[config.mk]
export PLATFORM = sky130hd
export DESIGN_NAME = scan_index_gen
export DESIGN_NICKNAME = d
export VERILOG_FILES = /design/src/rtl/scan_index_gen.sv
export SDC_FILE = /design/constraint.sdc
export NUM_CORES = 1
export LEC_CHECK = 0
export ABC_CLOCK_PERIOD_IN_PS = 3450
export BUFFER_PORTS_ARGS = -buffer_cell sky130_fd_sc_hd__buf_2
export CELL_PAD_IN_SITES_DETAIL_PLACEMENT = 0
export CELL_PAD_IN_SITES_GLOBAL_PLACEMENT = 1
export CORE_UTILIZATION = 30
export CTS_CLUSTER_DIAMETER = 50
export DETAILED_ROUTE_END_ITERATION = 8
export GPL_ROUTABILITY_DRIVEN = 0
export HOLD_SLACK_MARGIN = 0.05
export PLACE_DENSITY_LB_ADDON = 0.1
export SYNTH_ARGS = -nofsm -noshare
export SYNTH_HDL_FRONTEND = slang
export SYNTH_SLANG_ARGS = --single-unit
[constraint.sdc]
create_clock -name clk -period 3.45 [get_ports clk]
set_input_delay 0.69 -clock clk [delete_from_list [all_inputs] [get_ports clk]]
set_output_delay 0.69 -clock clk [all_outputs]
set_load 0.02 [all_outputs]
[src/rtl/scan_index_gen.sv]
// scan_index_gen: walks a 3-to-8 decoder select/enable through channels 0..last_idx with a programmable dwell.
// Define SCAN_BLANK_EN to insert a one-cycle en=0 blanking gap between consecutive channels.
module scan_index_gen #(
  parameter int DWELL_W = 8
) (
  input  logic               clk,
  input  logic               rst,
  input  logic               start,
  input  logic               stop,
  input  logic               continuous,
  input  logic [2:0]         last_idx,
  input  logic [DWELL_W-1:0] dwell,
  output logic [2:0]         a,
  output logic               en,
  output logic               busy,
  output logic               step,
  output logic               done
);
`ifdef SCAN_BLANK_EN
  typedef enum logic [1:0] {IDLE, SCAN, GAP} state_t;
`else
  typedef enum logic [1:0] {IDLE, SCAN} state_t;
`endif
  state_t             r_state;
  logic [DWELL_W-1:0] r_cnt;
  logic [DWELL_W-1:0] r_dwell;
  logic [2:0]         r_last;
  logic               r_cont;
  logic               r_stop_p;
  logic               w_dwell_done;
  logic               w_end;
  logic [2:0]         w_next;
  assign w_dwell_done = r_cnt == r_dwell - DWELL_W'(1);
  // a stop arriving on the completion cycle itself still ends the scan here
  assign w_end  = r_stop_p | stop | (a == r_last & ~r_cont);
  assign w_next = a == r_last ? 3'd0 : a + 3'd1;
  always_ff @(posedge clk) begin
    if (rst) begin
      r_state  <= IDLE;
      r_cnt    <= '0;
      r_dwell  <= '0;
      r_last   <= '0;
      r_cont   <= 1'b0;
      r_stop_p <= 1'b0;
      a        <= '0;
      en       <= 1'b0;
      busy     <= 1'b0;
      step     <= 1'b0;
      done     <= 1'b0;
    end else begin
      step <= 1'b0;
      done <= 1'b0;
      case (r_state)
        IDLE: if (start) begin
          r_state  <= SCAN;
          r_dwell  <= dwell == '0 ? DWELL_W'(1) : dwell;
          r_last   <= last_idx;
          r_cont   <= continuous;
          r_cnt    <= '0;
          r_stop_p <= 1'b0;
          a        <= 3'd0;
          en       <= 1'b1;
          busy     <= 1'b1;
          step     <= 1'b1;
        end
        SCAN: if (!w_dwell_done) begin
          r_cnt    <= r_cnt + DWELL_W'(1);
          r_stop_p <= r_stop_p | stop;
        end else if (w_end) begin
          r_state  <= IDLE;
          r_stop_p <= 1'b0;
          a        <= 3'd0;
          en       <= 1'b0;
          busy     <= 1'b0;
          done     <= 1'b1;
        end
`ifdef SCAN_BLANK_EN
        else if (r_last != 3'd0) begin
          r_state <= GAP;
          en      <= 1'b0;
        end
`endif
        else begin
          a     <= w_next;
          r_cnt <= '0;
          step  <= 1'b1;
        end
`ifdef SCAN_BLANK_EN
        GAP: begin
          r_state  <= SCAN;
          r_stop_p <= r_stop_p | stop;
          r_cnt    <= '0;
          a        <= w_next;
          en       <= 1'b1;
          step     <= 1'b1;
        end
`endif
        default: r_state <= IDLE;
      endcase
    end
  end
endmodule

==> summary.md <==
| Metric | Value |
|---|---|
| Worst Tran Pin Value | 760 ps |
| Core Area | 4750 um2 |
| Worst-Skew Late Latency | roughly 280 ps |
| Mapped Area | between 1000 and 1500 um2 |
| Clk sinks | 27 |
| Post-DP HPWL | roughly 2600 um |
| Max Clock Freq | around 0.35 GHz |
| Sequential area share after synthesis | between 30% and 40% |
| Skew final | 4.43 ps |
| Final Setup Violations | 0 |
| Area Overhead vs Synth | 12.8% |
| Post-Place Worst Slack | between 600 and 700 ps |
| Pre-antenna DRT Iters | 4 |
| Most frequent cell after synthesis | nand2_1 |
| Synth top cells by count | nand2_1, dfxtp_1, a21oi_1 |
| Max Fanout on Critical Path | 15 |
| Setup slack after layout | between 600 and 700 ps |
| CTS max path bufs | 2 |
| Largest area contributor in the netlist | dfxtp_1 |
| CTS resizes | 0 |
| Hold path depth | 2 |
| FP Rows | 25 |
| Leak Pwr | between 0.6 and 0.7 nW |
| Vias | about 1300 |
| Internal Power | about 0.00047 W |
| R2R depth | 9 |
| Drt drc | 0 |
| CTS Hold Bufs | 0 |
| Largest net degree at the start of global routing | 30 |
| Routed length per instance | about 13 um |
| Die Ht | 72.5 um |
| Switching part of the total | 30.1% |
| Mean Syn Cell Area | around 8.3 um2 |
| Reg clk slew, reported paths | about 100 ps |
| Cells after Synth | 180 |
| Max cap viols | 0 |
| Synth Net Count | about 200 |
| Post-CTS Setup Repair Bufs | 0 |
| WP data arrival | slightly above 3000 ps |
| Clk pwr share | 27.6% |
| Psw | ~0.00020 W |
| Max_slew headroom | 49.2% |
| Netlist cell types | slightly above 40 |
| DR vias/cell | ~4.9 |
| WP data required | 3660 ps |
| Core Util, Final | 35.3% |
| IO Pins | 23 |
| Outcome | complete, no violations |
| Num CTS Buffers | 3 |
| Crit Path Class | reg -> reg |
| PD cells | about 400 nW/um2 |
| Type of origin of the critical path | flip-flop |
| DR iter-0 viols | 45 |
| Crit path capture type | flip-flop |
| YS warnings | 0 |
| WL final | about 3500 um |
| Starting Density | 31.3% |
| Sequential power share | 52.1% |
| First-pass GRT wire length | 5790 um |
| Antenna-violating nets left | 0 |
| Final min period | about 2800 ps |
| Initial antenna violation count | 0 |
| Share of flip-flops with an asynchronous set or reset | 0% |
| Die W | roughly 72 um |
| CTS tree | done |
| Total gr overflow | 0 |
| RSZ-0062 raised after global routing | no |
| Top_reg_cell synth | dfxtp_1 |
| Final non-filler cell total | between 200 and 300 |
| Placed cell count | 259 |
| Root Driver | clkbuf_8 |
| Proportion of layout cells with a drive suffix above 1 | between 10% and 20% |
| EDFF count, synth | 0 |
| Sum Neg Setup Slack | 0 ps |
| Max Slew Vio Count | 0 |
| Comb pwr share | 20.3% |
| # nets final | 216 |
| Synth top area share | between 30% and 40% |
| N_diodes | 0 |
| Tot GR Track Use | approximately 14% |
| Buffers on Ports | 22 |
| Max IR drop VDD | ~0.00014 V |
| Final worst path period share | ~83% |
| Synth area leaders | dfxtp_1, nand2_1, xnor2_1 |
| CTS H-tree depth | 1 |
| Final hold violations | 0 |
| Vias in the first global route | approximately 1200 |
| #FFs+latches synth | 27 |
| Die area | between 5000 and 6000 um2 |
| Worst hold-check path type | reg -> reg |
-- per-layer routing --
layer	vias up	part of all wire, %	GRT usage (%)
li1	659	-	-
met4	0	1.0	5.23
met1	597	49	19.5
met3	4	2.5	1.67
met5	-	0	0
met2	20	47	23.4
-- area by class of cell --
class	instances	area (um2)
clock buffers	3	41.3
clock inverters	1	5.00
fillers	513	3070
inverters	5	18.8
multi-input cells	138	881
flip-flops and latches	27	541
well taps	67	83.8
repair buffers	22	110
-- registers in the layout, indices dropped and copies added (netlist names) --
name,count
busy,1
r_last,3
done,1
r_dwell,8
step,1
r_cnt,8
a,3
r_cont,1
r_stop_p,1
-- layout by cell type, fill, tap and decap left out, drive strengths merged --
cell,instances
inv,5
and3,2
o21bai,2
nand2b,9
ha,3
a21oi,15
a2111oi,2
nor3b,3
buf,22
and4b,1
a311o,1
a211oi,4
nor4,3
clkbuf,3
a221oi,1
xor2,6
and2,1
mux2i,1
nand3b,5
xnor2,10
nor2,11
dfxtp,27
or4,1
nor3,4
a31oi,1
nor2b,3
a311oi,1
nand4,1
a41oi,1
o21ba,1
clkinv,1
nand3,3
nand4b,3
nand2,29
a21o,1
o21ai,9
-- worst paths after layout --
kind                   start  slack, ps   endpoint
hold / removal     r_last[1]        480  r_last[1]
hold reg to reg    r_last[1]        480  r_last[1]
setup reg to reg  r_dwell[0]        600       a[0]
setup / recovery  r_dwell[0]        600       a[0]
-- worst max-delay path: stages, from the launching register on --
cell	delay, ps
dfxtp_1	430
inv_1	90
ha_1	310
o21bai_1	210
a2111oi_2	350
a311oi_1	120
a2111oi_4	450
nor2b_2	210
or4_1	530
o21ai_1	80
-- cells by family (layout without fill, tap and decap cells) --
family	count (synthesis)	in the layout	share of synthesized area [%]
and+or+nand+nor	79	79	28.5
xor gates and xnor gates	16	16	9.40
muxes	1	1	0.672
DFF	27	27	36.3
buffers and inverters	15	31	4.62
adders and majority gates	3	3	2.52
AOI/OAI and AO/OA	39	39	18.0
-- power groups by stage --
stage | Combinational, W | Clock (W) | Sequential, W
detailed placement | 0.000137 | 0 | 0.000354
global placement | 0.000134 | 0 | 0.000354
global route | 0.000152 | 0.000208 | 0.000350
floorplan | 0.000105 | 0 | 0.000352
CTS | 0.000137 | 0.000191 | 0.000347
finish | 0.000135 | 0.000184 | 0.000347
-- stage by stage --
stage          hold slack [ps]  power, W  cell area, um2
2_1_floorplan              433  0.000457            1490
3_3_place_gp               461  0.000487            1630
3_5_place_dp               466  0.000491            1630
4_1_cts                    480  0.000675            1680
5_1_grt                    509  0.000710            1680
6_report                   477  0.000666            1680
(Power assumes the default switching activity.)
